==> src/rtl/quad_step_decoder.sv <==
// Purpose: quadrature encoder front end: sync, glitch filter, x4 Gray decode, sticky illegal-edge flag.
// Latency: step pulses in the cycle after edge k+2+FILTER_CYCLES (k = edge where sync1 captures a change).
// Backpressure: none; step is a single-cycle pulse, up_down a level, err sticky until err_clr.
module quad_step_decoder #(
    parameter int unsigned FILTER_CYCLES = 3
) (
    input  logic clk,
    input  logic reset,
    input  logic enc_a,
    input  logic enc_b,
    input  logic err_clr,
    output logic step,
    output logic up_down,
    output logic err
);

    typedef enum logic {
        ST_INIT,
        ST_RUN
    } state_e;

    // Counter value at which the next differing sample commits the filtered level.
    localparam logic [3:0] FILT_LAST = 4'(FILTER_CYCLES - 1);

    // Bit 1 carries phase A, bit 0 carries phase B throughout.
    state_e          state_q;
    logic [1:0]      init_cnt_q;
    logic [1:0]      sync1_q;
    logic [1:0]      sync2_q;
    logic [1:0]      filt_q;
    logic [1:0]      filt_d;
    logic [1:0][3:0] cnt_q;
    logic [1:0][3:0] cnt_d;
    logic [1:0]      prev_q;
    logic            step_q;
    logic            up_down_q;
    logic            err_q;
    logic            mv_up;
    logic            mv_dn;
    logic            mv_bad;

    // Per-phase glitch filter; bypassed during INIT so the filter starts at the encoder's resting level.
    always_comb begin
        filt_d = filt_q;
        cnt_d  = cnt_q;
        for (int i = 0; i < 2; i++) begin
            if (state_q == ST_INIT) begin
                filt_d[i] = sync2_q[i];
                cnt_d[i]  = '0;
            end else if (sync2_q[i] != filt_q[i]) begin
                if (cnt_q[i] == FILT_LAST) begin
                    filt_d[i] = sync2_q[i];
                    cnt_d[i]  = '0;
                end else begin
                    cnt_d[i] = cnt_q[i] + 4'd1;
                end
            end else begin
                cnt_d[i] = '0;
            end
        end
    end

    // Gray-code transition classification of the last filtered pair against the current one.
    always_comb begin
        mv_up  = 1'b0;
        mv_dn  = 1'b0;
        mv_bad = 1'b0;
        case ({prev_q, filt_q})
            4'b00_10, 4'b10_11, 4'b11_01, 4'b01_00: mv_up  = 1'b1;
            4'b00_01, 4'b01_11, 4'b11_10, 4'b10_00: mv_dn  = 1'b1;
            4'b00_11, 4'b11_00, 4'b10_01, 4'b01_10: mv_bad = 1'b1;
            default: ;
        endcase
    end

    // Synchronisers, filter state, INIT/RUN sequencing and registered outputs.
    always_ff @(posedge clk or negedge reset) begin
        if (!reset) begin
            state_q    <= ST_INIT;
            init_cnt_q <= '0;
            sync1_q    <= '0;
            sync2_q    <= '0;
            filt_q     <= '0;
            cnt_q      <= '0;
            prev_q     <= '0;
            step_q     <= 1'b0;
            up_down_q  <= 1'b1;
            err_q      <= 1'b0;
        end else begin
            sync1_q <= {enc_a, enc_b};
            sync2_q <= sync1_q;
            filt_q  <= filt_d;
            cnt_q   <= cnt_d;
            case (state_q)
                ST_INIT: begin
                    // prev follows the value being loaded into filt so the first RUN
                    // comparison sees the resting position as "no change".
                    prev_q <= sync2_q;
                    step_q <= 1'b0;
                    if (init_cnt_q == 2'd2) begin
                        state_q <= ST_RUN;
                    end else begin
                        init_cnt_q <= init_cnt_q + 2'd1;
                    end
                end
                ST_RUN: begin
                    prev_q <= filt_q;
                    step_q <= mv_up | mv_dn;
                    if (mv_up) begin
                        up_down_q <= 1'b1;
                    end else if (mv_dn) begin
                        up_down_q <= 1'b0;
                    end
                    // A fresh illegal transition wins over a simultaneous clear.
                    if (mv_bad) begin
                        err_q <= 1'b1;
                    end else if (err_clr) begin
                        err_q <= 1'b0;
                    end
                end
                default: state_q <= ST_INIT;
            endcase
        end
    end

    assign step    = step_q;
    assign up_down = up_down_q;
    assign err     = err_q;

endmodule

==> config.mk <==
export PLATFORM = sky130hd
export DESIGN_NAME = quad_step_decoder
export DESIGN_NICKNAME = d
export VERILOG_FILES = /design/src/rtl/quad_step_decoder.sv
export SDC_FILE = /design/constraint.sdc
export NUM_CORES = 1
export LEC_CHECK = 0
export ABC_AREA = 1
export CAP_MARGIN = 20
export CORE_UTILIZATION = 50
export CTS_BUF_LIST = sky130_fd_sc_hd__clkbuf_16
export CTS_CLUSTER_SIZE = 12
export DETAILED_ROUTE_END_ITERATION = 6
export MAX_ROUTING_LAYER = met4
export PLACE_DENSITY = 0.8
export RECOVER_POWER = 100
export SKIP_CTS_REPAIR_TIMING = 1
export SYNTH_ARGS = -nofsm -noshare
export SYNTH_HDL_FRONTEND = slang
export SYNTH_SLANG_ARGS = --single-unit
export TNS_END_PERCENT = 5
==> constraint.sdc <==
create_clock -name clk -period 3.1 [get_ports clk]
set_input_delay 0.465 -clock clk [delete_from_list [all_inputs] [get_ports clk]]
set_output_delay 0.465 -clock clk [all_outputs]
set_load 0.02 [all_outputs]
==> qor.tcl, run 1 <==
set qor(static-leakage-power_nw) 0.571
set qor(tritoncts.num_buffers) 3
set qor(avgSynthCellArea_um2) 9.75
set qor(dp_hpwl_um) 1030
set qor(synth_compound_area_share_pct) 6.29
set qor(place_area_um2) 1070
set qor(mostFrequentLayoutCells) {sky130_fd_sc_hd__dfrtp_1, sky130_fd_sc_hd__nand2_1, sky130_fd_sc_hd__nor2_1, sky130_fd_sc_hd__inv_1}
set qor(postLayoutSetupSlackWorst_ps) 1200
set qor(synth_nets) 112
set qor(antenna-diode-count) 0
set qor(muxShareOfSynthArea_pct) 0
set qor(slowest_delay_ps) 660
set qor(clk_transition_reported_paths_ps) 50
set qor(clock_insertion_delay_worst_skew_ps) 250
set qor(period_needed_ps) 1900
set qor(die_w_um) 46.6
set qor(synth_simple_gate_area_share_pct) 15.5
set qor(htreeDepth) 1
set qor(timing.critical_path.cells) {dlygate4sd3_1}
set qor(number_of_top_level_design_ports) 8
set qor(worst-path-stages) 1
set qor(viasPerCell) 4.66
set qor(gr-usage-all-layers_pct) 17.0
set qor(report.final.slew_viol_count) 0
set qor(place_ws_ps) 1460
set qor(post_synth_instance_area_um2) 995
set qor(route.vias.total) 629
set qor(cts.sink_count) 22
set qor(drt_first_iter_violations) 5
set qor(die-area_um2) 2170
set qor(report.final.setup_viol) 0
set qor(cts.root.buffer_cell) {sky130_fd_sc_hd__clkbuf_16}
set qor(finalClockSkew_ps) 1.49
set qor(synth_fa_ha_area_share_pct) 6.29
set qor(data_arrival_time_at_the_worst_slack_endpoint_ps) 1430
set qor(layout_commonest_cell) {sky130_fd_sc_hd__dfrtp_1}
set qor(drtAntennaViolNets) 0
set qor(drive_gt1_share_pct) 3.64
set qor(crit_path_start_kind) {flop}
set qor(critPathSlowestCell) {sky130_fd_sc_hd__dlygate4sd3_1}
set qor(crit_family) {buffers and inverters}
set qor(grt_max_degree) 23
set qor(power_mw) 1.04
set qor(synthesis.yosys.warnings) 0
set qor(cts_tree) {yes}
set qor(clock_path_buffers) 2
set qor(initial_core_util_pct) 55.2
set qor(grt_pass1_vias) 564
set qor(worstPathBufferInverterCount) 1
set qor(drtPass1Iterations) 2
set qor(core_region_area_um2) 1800
set qor(io_buffers) 7
set qor(fraction_of_the_yosys_area_taken_by_sequential_cells_pct) 55.5
set qor(finish.cell_count_without_fillers) 135
set qor(total_wire_length_after_detailed_routing_um) 1420
set qor(cap_viol_max_count) 0
set qor(crit_path_end_kind) {output port}
set qor(design_area_um2) 1130
set qor(rsz0062_at_grt) {no}
set qor(total_negative_slack_for_setup_checks_ps) 0
set qor(regArea_um2) 552
set qor(hp-class) {flop to flop}
set qor(globalplace.congestion) 0.711
set qor(fill_cells) 165
set qor(wire_per_inst_um) 10.5
set qor(worstSetupPathType) {flop to output port}
set qor(max_slew_margin_pct) 37.4
set qor(synth_top_family_by_area) {simple AND/OR/NAND/NOR gates}
set qor(wire_length_of_the_first_global_routing_pass_um) 2370
set qor(place_inst) 131
set qor(cp_max_fo) 2
set qor(height_of_the_die_um) 46.6
set qor(hold_viol) 0
set qor(powerDensity_nw_per_um2) 919
set qor(yosys_register_bits) 22
set qor(synth_xor_xnor_area_share_pct) 8.81
set qor(reg2reg_depth) 5
set qor(synth_cell_types) 17
set qor(maxClockFrequency_ghz) 0.528
set qor(timing.final.crit_share_pct) 61.1
set qor(multi_input_area_um2) 354
set qor(postLayoutCoreUtil_pct) 63.0
set qor(worst_pin_slew_ps) 935
set qor(fp-row-count) 15
set qor(status) {finished clean}
set qor(vdd.ir_drop.worst_v) 0.000456
set qor(post_synth_inst_count) 102
set qor(timing.hold.ws_ps) 348
set qor(route.detailed.drc) 0
set qor(area_delta_synth_final_pct) 14.1
set qor(grt-ovfl-total) 0
set qor(min_path_cells) 0
set qor(nets) 121
set qor(critPathRequiredTime_ps) 2630
set qor(grt_antenna_before_repair) 0
==> flip-flops by register name (all words and copies together) (netlist names), 2 cells and up <==
signal / flops
cnt_q: 8
filt_q: 2
init_cnt_q: 2
prev_q: 2
sync1_q: 2
sync2_q: 2
==> cell type report <==
| cell class | count | share of cell area, % |
|---|---|---|
| sequential | 22 | 48.6 |
| multi-input combinational | 64 | 31.2 |
| clock buffer | 3 | 6.62 |
| timing repair buffer | 7 | 6.17 |
| inverter | 13 | 4.30 |
| tap | 25 | 2.76 |
| clock inverter | 1 | 0.331 |
==> logic make-up (layout without fill, tap and decap cells) <==
kind of cell,after synthesis,after routing
AND/OR/NAND/NOR,38,38
flip-flops,22,22
buffers and inverters,16,24
AO/OA/AOI/OAI,11,11
XOR/XNOR,10,10
adder cells (fa/ha/maj),5,5
==> routing by layer <==
layer	up-vias	track usage (%)	wire length [um]	part of all wire [%]
met5	-	-	0	0
met4	0	8.82	10	0.70
met3	2	4.71	44	3.1
met2	9	26.9	714	50
met1	290	19.3	653	46
li1	328	-	-	-
==> power by group <==
group / switching [mW] / internal, mW / leakage [nW]
Sequential: 0.0847 / 0.368 / 0.265
Clock: 0.0885 / 0.171 / 0.0423
Combinational: 0.181 / 0.149 / 0.263
Total: 0.355 / 0.689 / 0.571
==> synthesized netlist by cell type <==
master | n | area [um2]
sky130_fd_sc_hd__clkbuf_2 | 1 | 5.00
sky130_fd_sc_hd__o21ai_0 | 5 | 25.0
sky130_fd_sc_hd__buf_6 | 2 | 22.5
sky130_fd_sc_hd__o21ai_1 | 1 | 5.00
sky130_fd_sc_hd__inv_1 | 12 | 45.0
sky130_fd_sc_hd__nor2_1 | 15 | 56.3
sky130_fd_sc_hd__nand3_1 | 4 | 20.0
sky130_fd_sc_hd__dfstp_2 | 1 | 26.3
sky130_fd_sc_hd__xor2_1 | 5 | 43.8
sky130_fd_sc_hd__dfrtp_1 | 21 | 526
sky130_fd_sc_hd__nand2_1 | 18 | 67.6
sky130_fd_sc_hd__xnor2_1 | 5 | 43.8
sky130_fd_sc_hd__a21oi_1 | 3 | 15.0
sky130_fd_sc_hd__nand3_2 | 1 | 10.0
sky130_fd_sc_hd__a21oi_2 | 2 | 17.5
sky130_fd_sc_hd__inv_2 | 1 | 3.75
sky130_fd_sc_hd__ha_1 | 5 | 62.6
==> worst paths after layout <==
kind	start	slack [ps]	end
max	up_down	1200	up_down
min	sync1_q[0]	350	sync2_q[0]
max reg2reg	cnt_q[0]	1800	cnt_q[0]
min reg2reg	sync1_q[0]	350	sync2_q[0]
max in group asynchronous	reset	1720	cnt_q[7]
min in group asynchronous	reset	810	init_cnt_q[0]
Note: power is estimated with default switching activity, not from simulation.
==> run 2, diff against run 1 <==
==> constraint.sdc (replaced) <==
create_clock -name clk -period 1.8 [get_ports clk]
set_input_delay 0.27 -clock clk [delete_from_list [all_inputs] [get_ports clk]]
set_output_delay 0.27 -clock clk [all_outputs]
set_load 0.02 [all_outputs]
==> run 2 against run 1 <==
Effect of this change: flip-flop and latch count unchanged; clock power increased by 76%; combinational power increased by 75%; final area increased by 0.33%; worst hold slack got worse by 1.1 ps; sequential share of layout area decreased by 0.16 points; count of clock-buffer cells in the layout unchanged; clock skew increased by 1.3 ps; cell count increased by 0.74%; via count increased by 5.7%; global-route usage increased by 2.3 points; die area unchanged; critical path type unchanged; largest cell class unchanged.
==> qor.tcl, run 2 (synthesized netlist as in run 1, its figures left out) <==
set qor(die-area_um2) 2170 ;# unchanged
set qor(clock_insertion_delay_worst_skew_ps) 250 ;# about the same
set qor(worstPathBufferInverterCount) 1 ;# unchanged
set qor(crit_path_end_kind) {output port} ;# unchanged
set qor(cts.root.buffer_cell) {sky130_fd_sc_hd__clkbuf_16} ;# unchanged
set qor(layout_commonest_cell) {sky130_fd_sc_hd__dfrtp_1} ;# unchanged
set qor(worstSetupPathType) {flop to output port} ;# unchanged
set qor(clock_path_buffers) 2 ;# unchanged
set qor(crit_path_start_kind) {flop} ;# unchanged
set qor(total_wire_length_after_detailed_routing_um) 1590 ;# was 1420 um
set qor(static-leakage-power_nw) 0.570 ;# was 0.571 nW
set qor(worst_pin_slew_ps) 1140 ;# was 935 ps
set qor(report.final.setup_viol) 0 ;# unchanged
set qor(route.vias.total) 665 ;# was 629
set qor(grt_pass1_vias) 640 ;# was 564
set qor(power_mw) 1.82 ;# was 1.04 mW
set qor(rsz0062_at_grt) {no} ;# unchanged
set qor(finish.cell_count_without_fillers) 136 ;# was 135
set qor(number_of_top_level_design_ports) 8 ;# unchanged
set qor(fill_cells) 161 ;# was 165
set qor(drive_gt1_share_pct) 3.60 ;# was 3.64%
set qor(critPathRequiredTime_ps) 1530 ;# was 2630 ps
set qor(mostFrequentLayoutCells) {sky130_fd_sc_hd__dfrtp_1, sky130_fd_sc_hd__nand2_1, sky130_fd_sc_hd__nor2_1, sky130_fd_sc_hd__inv_1, sky130_fd_sc_hd__o21ai_0} ;# was sky130_fd_sc_hd__dfrtp_1, sky130_fd_sc_hd__nand2_1, sky130_fd_sc_hd__nor2_1, sky130_fd_sc_hd__inv_1
set qor(die_w_um) 46.6 ;# unchanged
set qor(core_region_area_um2) 1800 ;# unchanged
set qor(htreeDepth) 1 ;# unchanged
set qor(hold_viol) 0 ;# unchanged
set qor(status) {finished clean} ;# unchanged
set qor(postLayoutCoreUtil_pct) 63.2 ;# was 63.0%
set qor(route.detailed.drc) 0 ;# unchanged
set qor(grt-ovfl-total) 0 ;# unchanged
set qor(hp-class) {flop to flop} ;# unchanged
set qor(flip_flop_count_of_the_largest_register_after_layout) 8 ;# unchanged
set qor(timing.final.crit_share_pct) 90.6
set qor(cts.sink_count) 22 ;# unchanged
set qor(tritoncts.num_buffers) 3 ;# unchanged
set qor(period_needed_ps) 1630
set qor(viasPerCell) 4.89 ;# was 4.66
set qor(fp-row-count) 15 ;# unchanged
set qor(drtAntennaViolNets) 0 ;# unchanged
set qor(globalplace.congestion) 0.736 ;# was 0.711
set qor(maxClockFrequency_ghz) 0.613
set qor(slowest_delay_ps) 590 ;# was 660 ps
set qor(finalClockSkew_ps) 2.82 ;# was 1.49 ps
set qor(wire_per_inst_um) 11.7 ;# was 10.5 um
set qor(clk_transition_reported_paths_ps) 60 ;# was 50 ps
set qor(area_delta_synth_final_pct) 14.5 ;# was 14.1%
set qor(gr-usage-all-layers_pct) 19.2 ;# was 17.0%
set qor(report.final.slew_viol_count) 0 ;# unchanged
set qor(grt_max_degree) 23 ;# unchanged
set qor(cts_tree) {yes} ;# unchanged
set qor(powerDensity_nw_per_um2) 1600 ;# was 919 nW/um2
set qor(cp_max_fo) 2 ;# unchanged
set qor(vdd.ir_drop.worst_v) 0.000820 ;# was 0.000456 V
set qor(nets) 122 ;# was 121
set qor(total_negative_slack_for_setup_checks_ps) 0 ;# unchanged
set qor(design_area_um2) 1140 ;# was 1130 um2
set qor(drt_first_iter_violations) 9 ;# was 5
set qor(place_inst) 132 ;# was 131
set qor(critPathSlowestCell) {sky130_fd_sc_hd__clkdlybuf4s50_1} ;# was sky130_fd_sc_hd__dlygate4sd3_1
set qor(place_area_um2) 1080 ;# was 1070 um2
set qor(cap_viol_max_count) 0 ;# unchanged
set qor(crit_family) {buffers and inverters} ;# unchanged
set qor(max_flop_register) {cnt_q} ;# unchanged
set qor(io_buffers) 7 ;# unchanged
set qor(timing.critical_path.cells) {clkdlybuf4s50_1} ;# was dlygate4sd3_1
set qor(antenna-diode-count) 0 ;# unchanged
set qor(height_of_the_die_um) 46.6 ;# unchanged
set qor(grt_antenna_before_repair) 0 ;# unchanged
set qor(max_slew_margin_pct) 24.3 ;# was 37.4%
set qor(data_arrival_time_at_the_worst_slack_endpoint_ps) 1360 ;# was 1430 ps
set qor(wire_length_of_the_first_global_routing_pass_um) 2660 ;# was 2370 um
set qor(dp_hpwl_um) 1060 ;# was 1030 um
set qor(drtPass1Iterations) 4 ;# was 2
set qor(initial_core_util_pct) 55.2 ;# unchanged
run 2: metal layers:
| layer | share of wire [%] | vias to the layer above | track usage, % |
|---|---|---|---|
| li1 | - | 330 | - |
| met1 | 42 | 314 | 19.7 |
| met2 | 51 | 15 | 30.6 |
| met3 | 3.5 | 6 | 6.27 |
| met4 | 4.1 | 0 | 13.5 |
| met5 | 0 | - | - |
run 2: cell type report:
| type | count | area, um2 | area share, % |
|---|---|---|---|
| sequential | 22 | 552 | 48.5 |
| multi-input combinational | 64 | 354 | 31.1 |
| clock buffer | 3 | 75.1 | 6.59 |
| timing repair buffer | 8 | 73.8 | 6.48 |
| inverter | 13 | 48.8 | 4.29 |
| tap | 25 | 31.3 | 2.75 |
| clock inverter | 1 | 3.75 | 0.330 |
run 2: report_power, final:
| part | total (mW) | switching, mW | leakage [nW] | internal, mW |
|---|---|---|---|---|
| clock network | 0.458 | 0.163 | 0.0423 | 0.296 |
| logic | 0.578 | 0.317 | 0.263 | 0.261 |
| registers | 0.784 | 0.150 | 0.265 | 0.634 |
| total | 1.82 | 0.630 | 0.570 | 1.19 |
run 2: through the flow:
stage / setup WS (ps) / hold WS, ps
2_1_floorplan: 771 / -25.6
3_3_place_gp: 437 / 333
3_5_place_dp: 435 / 336
4_1_cts: 162 / 349
5_1_grt: 133 / 355
6_report: 170 / 347
run 2: worst paths after layout:
kind	start	to	slack, ps	cells past startpoint
worst min-delay path	sync1_q[0]	sync2_q[0]	350	0
worst max register to register	cnt_q[0]	cnt_q[3]	520	5
min in group asynchronous	reset	state_q	750	2
worst min register to register	sync1_q[0]	sync2_q[0]	350	0
max in group asynchronous	reset	cnt_q[4]	370	2
worst max-delay path	up_down	up_down	170	1
